===== config.mk =====
export PLATFORM = sky130hd
export DESIGN_NAME = rr_sel_arb
export DESIGN_NICKNAME = d
export VERILOG_FILES = /design/src/rtl/rr_sel_arb.sv
export SDC_FILE = /design/constraint.sdc
export NUM_CORES = 1
export LEC_CHECK = 0
export BUFFER_PORTS_ARGS = -buffer_cell sky130_fd_sc_hd__buf_2
export CORE_ASPECT_RATIO = 0.8
export CORE_MARGIN = 5
export CORE_UTILIZATION = 30
export DETAILED_ROUTE_END_ITERATION = 6
export PLACE_DENSITY = 0.59
export SLEW_MARGIN = 25
export SYNTH_ARGS = -nofsm -noshare
export SYNTH_HDL_FRONTEND = slang
export SYNTH_SLANG_ARGS = --single-unit
export TNS_END_PERCENT = 50

===== constraint.sdc =====
create_clock -name clk -period 6.8 [get_ports clk]
set_input_delay 0 -clock clk [delete_from_list [all_inputs] [get_ports clk]]
set_output_delay 0 -clock clk [all_outputs]
set_load 0.05 [all_outputs]

===== src/rtl/rr_sel_arb.sv =====
`default_nettype none
// ============================================================================
// Module   : rr_sel_arb
// Purpose  : Round-robin arbiter that produces the one-hot select vector for a
//            downstream one-hot AND-OR mux. N requesters share one datapath
//            through a valid/ready handshake. A multi-beat packet keeps its
//            grant until its last beat is accepted.
// Ports    : clk     - clock
//            rst     - asynchronous active-high reset
//            i_req   - per-requester valid (beat pending)
//            i_last  - per-requester last-beat flag (used for the winner only)
//            i_rdy   - downstream accepts the muxed beat this cycle
//            o_ack   - one-hot beat-accepted strobe (o_sel & i_rdy)
//            o_sel   - one-hot grant, zero when idle (drives mux select)
//            o_idx   - binary index of the o_sel bit, zero when idle
//            o_vld   - a grant is active
//            o_lock  - multi-beat transfer in progress (registered)
// Revision : 1.0 - initial release
// ============================================================================
module rr_sel_arb #(
    parameter int N     = 4,
    parameter int IDX_W = $clog2(N)
) (
    input  logic             clk,
    input  logic             rst,
    input  logic [N-1:0]     i_req,
    input  logic [N-1:0]     i_last,
    input  logic             i_rdy,
    output logic [N-1:0]     o_ack,
    output logic [N-1:0]     o_sel,
    output logic [IDX_W-1:0] o_idx,
    output logic             o_vld,
    output logic             o_lock
);

    typedef enum logic [0:0] {
        ST_OPEN = 1'b0,
        ST_LOCK = 1'b1
    } state_t;

    state_t           r_state;
    logic [IDX_W-1:0] r_ptr;
    logic [IDX_W-1:0] r_owner;

    logic [N-1:0]     w_rr_sel;
    logic [IDX_W-1:0] w_rr_idx;
    logic             w_rr_hit;
    logic [N-1:0]     w_own_hot;
    logic [N-1:0]     w_sel;
    logic [IDX_W-1:0] w_idx;
    logic             w_xfer;
    logic             w_last;
    logic [IDX_W-1:0] w_ptr_nxt;

    // Circular priority scan starting at r_ptr. The position is folded back
    // explicitly so that non-power-of-two N wraps at N rather than 2**IDX_W.
    always_comb begin : p_rr_scan
        int               v_pos;
        logic [IDX_W-1:0] v_i;
        w_rr_sel = '0;
        w_rr_idx = '0;
        w_rr_hit = 1'b0;
        v_pos    = 0;
        v_i      = '0;
        for (int k = 0; k < N; k++) begin
            v_pos = int'(r_ptr) + k;
            if (v_pos >= N) begin
                v_pos = v_pos - N;
            end
            v_i = IDX_W'(v_pos);
            if (!w_rr_hit && i_req[v_i]) begin
                w_rr_hit    = 1'b1;
                w_rr_sel    = '0;
                w_rr_sel[v_i] = 1'b1;
                w_rr_idx    = v_i;
            end
        end
    end

    assign w_own_hot = {{(N-1){1'b0}}, 1'b1} << r_owner;

    // While locked only the owner may be selected; if the owner drops its
    // request mid-packet the grant goes to zero but the lock is kept.
    always_comb begin : p_sel
        w_sel = '0;
        w_idx = '0;
        if (r_state == ST_LOCK) begin
            w_sel = w_own_hot & i_req;
            w_idx = (|w_sel) ? r_owner : '0;
        end else begin
            w_sel = w_rr_sel;
            w_idx = w_rr_idx;
        end
    end

    assign w_xfer    = (|w_sel) & i_rdy;
    assign w_last    = i_last[w_idx];
    assign w_ptr_nxt = (w_idx == IDX_W'(N-1)) ? '0 : (w_idx + IDX_W'(1));

    // Pointer moves only on an accepted last beat; a non-last beat taken
    // while open locks the winner in, later non-last beats change nothing.
    always_ff @(posedge clk or posedge rst) begin : p_state
        if (rst) begin
            r_state <= ST_OPEN;
            r_ptr   <= '0;
            r_owner <= '0;
        end else if (w_xfer) begin
            if (w_last) begin
                r_state <= ST_OPEN;
                r_ptr   <= w_ptr_nxt;
            end else if (r_state == ST_OPEN) begin
                r_state <= ST_LOCK;
                r_owner <= w_idx;
            end
        end
    end

    assign o_sel  = w_sel;
    assign o_idx  = w_idx;
    assign o_vld  = |w_sel;
    assign o_ack  = i_rdy ? w_sel : '0;
    assign o_lock = (r_state == ST_LOCK);

`ifndef SYNTHESIS
    // Simulation-only protocol checks.
    logic         r_chk_stall;
    logic [N-1:0] r_chk_req;
    logic [N-1:0] r_chk_sel;

    always_ff @(posedge clk or posedge rst) begin : p_chk
        if (rst) begin
            r_chk_stall <= 1'b0;
            r_chk_req   <= '0;
            r_chk_sel   <= '0;
        end else begin
            a_onehot: assert ($onehot0(o_sel))
                else $error("o_sel not onehot0: %b", o_sel);
            if (r_chk_stall && (i_req == r_chk_req)) begin
                a_stable: assert (o_sel == r_chk_sel)
                    else $error("o_sel changed under stall: %b -> %b", r_chk_sel, o_sel);
            end
            if (r_state == ST_LOCK) begin
                a_owner: assert ((o_sel & ~w_own_hot) == '0)
                    else $error("o_sel %b outside owner %0d", o_sel, r_owner);
            end
            r_chk_stall <= o_vld & ~i_rdy;
            r_chk_req   <= i_req;
            r_chk_sel   <= o_sel;
        end
    end
`endif

endmodule
`default_nettype wire


### Word-level counts from Yosys, hierarchy flattened

Cells that the tools add are included.

* memories: 0
* ROM bits: 0
* input bits: 11
* memory bits (writable): 0
* register bits after elaboration: 5
* word-level logic and storage cells: 83
* latch bits: 0
* output and inout port bits: 12

* shift-type cells: 1
* bitwise gates (word level): 4
* add/sub/neg operators: 8
* equal/unequal tests: 1
* divide/modulo/power cells: 0
* mux-type cells: 39
* order comparisons: 13
* $mul: 0
* reductions and logical operators: 14

Operator list (number)
* $mux 4: 6
* $mux 2: 11
* $lt 2x3->1 const B: 5
* $mux 1: 13
* $bmux 1 s2: 5
* $ge 3x3->1 const B: 3
* $demux 1 s2: 4
* $ge 2x1->1 const B: 4
* $reduce_or 4->1: 2
* $sub 2x1->2 const B: 4
* $logic_and 1x1->1: 7
* $add 2x2->3 const B: 2
* $and 4x4->4: 1
* $shl 1x2->4 const A: 1
* $add 2x1->3 const B: 1
* $ge 2x3->1 const B: 1
* $logic_not 1->1: 3
* $reduce_and 3->1: 1
* $add 2x1->2 const B: 1
* $eq 2x2->1 const B: 1
* $not 1->1: 2
* $reduce_and 2->1: 1
* $and 1x1->1: 1

### Depth between registers and ports, before layout

Gate-level depths: netlist of the first run.

* depth in word-level cells: 19
* mapped depth: 12
* gate-level depth less buffers: 10

### Worst setup path after synthesis of the first run

Ideal clock, no wire load.

* path type: register -> register
* start point: register r_ptr[0]
* end point: register r_owner[1]
* required time: 6.672 ns
* buffers on the path: 2
* path slack: 2.718 ns
* clock period less this slack: 4.082 ns
* library setup time: 0.128 ns
* data arrival time: 3.954 ns
* cell stages (with the launch flop): 12
* cell sequence: dfrtp_1 > buf_2 > inv_1 > ha_1 > buf_6 > mux4_2 > nor3b_2 > a21boi_0 > a32oi_1 > or4_4 > nand4_2 > mux2_1

* elaborated cells on any way between the ends: 68
* those cells by class: add/sub: 7; order compare: 12; mux: 35; bitwise: 2; reduce/logical: 12

RTL lines
* from (decl): line 42 `logic [IDX_W-1:0] r_ptr;`
* from (signal assigned): line 110 `r_ptr <= w_ptr_nxt;`
* branches (longest 13 deep; another with $add 2x1->3)
* $mux 4 (*): line 71 `if (!w_rr_hit && i_req[v_i]) begin`
* $mux 4 (*): line 87 `if (r_state == ST_LOCK) begin`
* via o_sel[1]: line 30 `output logic [N-1:0] o_sel,`
* $reduce_or 4->1 (*)
* via o_vld: line 32 `output logic o_vld,`
* $and 1x1->1 (*): line 96 `assign w_xfer = (|w_sel) & i_rdy;`
* $reduce_and 3->1 (no source line) (*)
* to (signal assigned): line 113 `r_owner <= w_idx;`
* to (decl): line 43 `logic [IDX_W-1:0] r_owner;`

Mark *: on every way through the listed nets, which the timed path passes. The select of a mux whose other input is x is not followed.
A chain may end at the register's enable or synchronous reset.

### Final worst setup path of the first run

* start point: register r_ptr[0]
* end point: register r_owner[1]

* word-level cells in the longest chain between the ends: 19
* elaborated cells on any way between the ends: 68
* those cells by class: add/sub: 7; order compare: 12; mux: 35; bitwise: 2; reduce/logical: 12

RTL lines
* branches (longest 19 deep; another with $add 2x1->3)

Parallel ways; which one is timed is not known. The select of a mux whose other input is x is not followed.

==> impl_metrics.toml, run 1 <==
[setup_path]
startpoint = "r_ptr[0]"
worstPathMaxFanout = 14
crit_path_top_delay_cell = "dfrtp_1"
endpoint_kind = "flip-flop"
r2r_start = "r_ptr[0]"
timing.rr.end = "r_owner[1]"
crit_chain = "inv_1, ha_1, mux4_2, nor2b_4, a221o_1, a221oi_2, a21oi_2, or4_4, nand4_2, mux2_1"
cp-start-kind = "flip-flop"
crit_arrival_ns = 3.88
cpPeakStageDelay_ns = 0.64
reg2reg_depth = 10
rrSetupSlack_ns = 3.02
criticalPathCategory = "reg -> reg"
critPathRequiredTime_ns = 6.90

[yosys]
synth_edf_count = 0
synthesis.area_um2 = 878.3
ys_warn_count = 0
synth-seq-cells = 5
synth_nets = 117
synthFlopType = "dfrtp_1"
avgSynthCellArea_um2 = 8.783
synth_top_cell_by_area = "dfrtp_1"
ys_seq_area_share_pct = 14.25
netlist.area_leader.share_pct = 14.25
async_flop_share_pct = 100.0
ys_types = 45
synth_area_leaders = "dfrtp_1 14%, ha_1 8.5%, mux2i_1 8.0%"
synth_cells = 100
synthTopCellsByCount = "7 x a21oi_1, 7 x mux2i_1, 7 x nor2_1"

[flow_run]
maxCapViolCount = 0

[placement]
io_buffers = 22
place_congestion = 0.7691
place_ws_ns = 3.003
place_inst = 153
hpwl_um = 1807

[detailed_routing]
num_vias = 841
drt-initial-drc-count = 46
wl_per_cell_um = 14.52
ant_nets = 0
first_pass_iters = 4
drc_errors = 0
avgViaCountPerCell = 5.323
drt-total-wl_um = 2294

[hold_path]
whs_endpoint = "o_lock"
min_path_cells = 3
hold_class = "in -> reg"
worstHoldStart = "i_rdy"

[clocking]
clock_path_buffers = 2
clk_pin_slew_ns = 0.04
cts_tree = "yes"
insertion_delay_ns = 0.22
cts_htree_levels = 1
post_cts_buffers = 0
ctsRootBufferMaster = "clkbuf_8"
cts_buffers = 3
cts_sinks = 5

[sta]
fin_worst_skew_ns = 0.003006
rsz0062_at_grt = "false"
finalCritPeriodShare_pct = 55.54
fmax_ghz = 0.2648
tightest_slew_ns = 0.5084
timing.final.hold_violations = 0
slew_viol_final = 0
setup_slack_ns = 3.023
min_period_ns = 3.777
fin_setup_tns_ns = 0
max_slew_margin_pct = 66.11
setup_viol = 0
whs_ns = 0.1173

[status]
status = "finished, final reports clean"

[die]
io_pins = 23
die-height_um = 58.40
rows = 17
start_util_pct = 31.52
dieArea_um2 = 4117
core_area_um2 = 2786
dieWidth_um = 70.50

[global_route]
gr-total-overflow = 0
grt_pass1_vias = 854
grt_max_degree = 15
grtUsageTotal_pct = 11.75
grt_pass1_wl_um = 4036
antenna_found_initial = 0

[layout]
fill_cells = 301
layout-drive-gt1-share_pct = 32.50
n_antenna_cell = 0
fin_nets = 138
fin_cells = 158
area_delta_synth_final_pct = 18.66
[cells by family after synthesis]
kind of cell,count (synthesis),synth area share [%]
flip-flops,5,14.25
multiplexers,14,19.52
AO/OA/AOI/OAI,30,26.07
AND/OR/NAND/NOR,33,23.93
buffers and inverters,12,7.692
adder cells (fa/ha/maj),6,8.547
[how the worst max path moves through the flow]
stage                       endpoint  slack [ns]
after floorplan           r_owner[1]        2.72
after global placement    r_owner[1]        3.02
after detailed placement  r_owner[1]        3.00
after CTS                 r_owner[1]        3.00
after global routing      r_owner[1]        2.76
final                     r_owner[1]        3.02
[metal layers]
| metal | routed length (um) | track usage [%] |
|---|---|---|
| met2 | 1156 | 20.53 |
| met5 | 0 | 0 |
| met1 | 1028 | 14.89 |
| met3 | 110 | 1.365 |
| met4 | 0 | 4.645 |
[flip-flops by register name, summed over array words and instances (netlist names)]
register / flops
r_ptr: 2
o_lock: 1
r_owner: 2
[worst max-delay path: cells and delay by family (launching register included)]
family / cells / cell delay (ns)
adders and majority gates: 1 / 0.49
and+or+nand+nor: 3 / 0.81
muxes: 2 / 0.95
AOI/OAI and AO/OA: 3 / 0.59
buffers and inverters: 1 / 0.18
DFF: 1 / 0.64
[placed cells by master (no fill, tap or decap), types with 3 or more instances in the layout]
master / synthesis / final
buf_2: 3 / 22
nor2_1: 7 / 7
mux2i_1: 7 / 7
a21oi_1: 7 / 7
nand2_1: 6 / 6
ha_1: 6 / 6
inv_1: 5 / 5
dfrtp_1: 5 / 5
o21ai_0: 4 / 4
and2_1: 4 / 4
nand2b_1: 3 / 3
mux2_2: 3 / 3
clkbuf_8: 0 / 3
[what timing repair did]
item,4_1_cts,5_1_grt
hold endpoints to repair,5,0
resized for setup,0,0
endpoints found under the setup margin,0,0
hold buffers,1,0
[stage by stage]
step           cell area, um2  utilization (%)
5_1_grt                  1042            37.40
2_1_floorplan           878.3                -
3_5_place_dp            987.2            35.43
4_1_cts                  1042            37.40
6_report                 1042            37.40
3_3_place_gp            987.2            35.43
[area by class of cell]
type | count | area, um2 | share of cell area [%]
clock buffer | 4 | 45.04 | 4.322
inverter | 5 | 18.77 | 1.801
multi-input combinational | 83 | 685.7 | 65.79
sequential | 5 | 125.1 | 12.00
tap | 38 | 47.55 | 4.562
timing repair buffer | 23 | 120.1 | 11.52
Power of run 1 is not shown: default switching activity piles up to over one toggle a cycle in this logic, so the estimate is an artifact.
==> run 2: changes to the inputs <==
--- a/config.mk
+++ b/config.mk
@@ -10,7 +10,7 @@
 export CORE_MARGIN = 5
 export CORE_UTILIZATION = 30
 export DETAILED_ROUTE_END_ITERATION = 6
-export PLACE_DENSITY = 0.59
+export PLACE_DENSITY = 0.61
 export SLEW_MARGIN = 25
 export SYNTH_ARGS = -nofsm -noshare
 export SYNTH_HDL_FRONTEND = slang
==> constraint.sdc (replaced) <==
create_clock -name clk -period 3.2 [get_ports clk]
set_input_delay 0 -clock clk [delete_from_list [all_inputs] [get_ports clk]]
set_output_delay 0 -clock clk [all_outputs]
set_load 0.05 [all_outputs]
==> run 2 against run 1 <==
Against the previous run: via count up 7.8%; wire length increased by 9.8%; largest cell class unchanged; global-route usage is 0.63 points higher; cell count grew 8.9%; maximum frequency grew 21%; core utilization increased by 7.7 points.
==> impl_metrics.toml, run 2 (synthesis results as in run 1) <==
[status]
status = "finished, final reports clean"

[die]
dieWidth_um = 70.50
core_area_um2 = 2786
io_pins = 23
rows = 17
dieArea_um2 = 4117
start_util_pct = 31.52
die-height_um = 58.40

[global_route]
grt_max_degree = 15
grtUsageTotal_pct = 12.38
antenna_found_initial = 0
grt_pass1_vias = 876
use_met3_pct = 2.389
grt_pass1_wl_um = 4188
gr-total-overflow = 0
gr-max-usage-layer = "met2"
met2_usage_pct = 19.60
use_met1_pct = 16.96

[setup_path]
worstPathMaxFanout = 6
critPathRequiredTime_ns = 3.31
crit_arrival_ns = 3.23
endpoint_kind = "flip-flop"
cp-start-kind = "flip-flop"
startpoint = "r_ptr[1]"
r2r_start = "r_ptr[1]"
reg2reg_depth = 10
criticalPathCategory = "reg -> reg"

[sta]
fmax_ghz = 0.3203
min_period_ns = 3.122
slew_viol_final = 0
fin_worst_skew_ns = 0.002042
finalCritPeriodShare_pct = 97.56
max_slew_margin_pct = 62.85
setup_slack_ns = 0.07795
rsz0062_at_grt = "true"
setup_viol = 0
tightest_slew_ns = 0.5572
timing.final.hold_violations = 0

[placement]
place_inst = 160
io_buffers = 22
place_congestion = 0.8558
place_ws_ns = -0.04105
hpwl_um = 1861

[clocking]
insertion_delay_ns = 0.22
clock_path_buffers = 2
cts_buffers = 3
ctsRootBufferMaster = "clkbuf_8"
cts_htree_levels = 1
cts_sinks = 5
cts_tree = "yes"
clk_pin_slew_ns = 0.04

[hold_path]
worstHoldStart = "i_rdy"
hold_class = "in -> reg"
min_path_cells = 3

[detailed_routing]
first_pass_iters = 4
drc_errors = 0
ant_nets = 0
drt-initial-drc-count = 48
num_vias = 907
avgViaCountPerCell = 5.273
drt-total-wl_um = 2518
wl_per_cell_um = 14.64

[layout]
fill_cells = 274
fin_cells = 172
area_delta_synth_final_pct = 43.16
layout_commonest_cell = "buf_2"
layout_common_cells = "22 x buf_2, 14 x buf_4, 7 x mux2i_1"
fin_nets = 152
n_antenna_cell = 0
layout-drive-gt1-share_pct = 49.25

[flow_run]
maxCapViolCount = 0
## run 2: changes by cell type in the layout (fill, tap and decap cells not counted), sizes merged
cell	previous run	this run
buf	22	36
## run 2: final cells by class
cell class	count	area [um2]	area share [%]
Multi-Input combinational cell	83	793.3	63.08
Timing Repair Buffer	37	225.2	17.91
Sequential cell	5	125.1	9.950
Tap cell	38	47.55	3.781
Clock buffer	4	45.04	3.582
Inverter	5	21.27	1.692
## run 2: path summary, 6_finish.rpt
kind | end | slack, ns
min | r_owner[1] | 0.21
min reg2reg | r_owner[0] | 0.63
max in group asynchronous | r_owner[0] | 2.81
min in group asynchronous | r_owner[1] | 0.22
max reg2reg | r_owner[1] | 0.08
max | r_owner[1] | 0.08
## run 2: what timing repair did
item / 4_1_cts / 5_1_grt
setup endpoints to repair: 1 / 4
hold buffers: 1 / 0
resized for setup: 1 / 6
buffers inserted: 2 / 5
endpoints found under the hold margin: 5 / 0
pin swaps: 0 / 3
## run 2: routing by layer
layer  share of wire (%)  vias to the layer above
li1                    -                      448
met1                  47                      434
met2                  49                       23
met3                 3.6                        2
met4                0.48                        0
met5                   0                        -
## run 2: stage by stage
| stage | util [%] | TNS [ns] | hold WS (ns) | area [um2] |
|---|---|---|---|---|
| floorplan | - | -0.7828 | -0.2215 | 965.9 |
| global placement | 40.23 | -0.05303 | -0.09118 | 1121 |
| detailed placement | 40.23 | -0.04105 | -0.09126 | 1121 |
| CTS | 42.93 | 0 | 0.1524 | 1196 |
| global route | 45.13 | -0.01062 | 0.2264 | 1257 |
| finish | 45.13 | 0 | 0.2054 | 1257 |
## run 2: worst max-delay path: stages, from the launching register on
cell	delay [ns]
dfrtp_1	0.37
inv_2	0.07
ha_4	0.30
mux4_2	0.55
nor2b_4	0.15
a221o_1	0.29
a221oi_2	0.20
a21oi_2	0.09
or4_4	0.56
nand4_4	0.11
mux2_4	0.30
Power of run 2 is left out for the same reason.
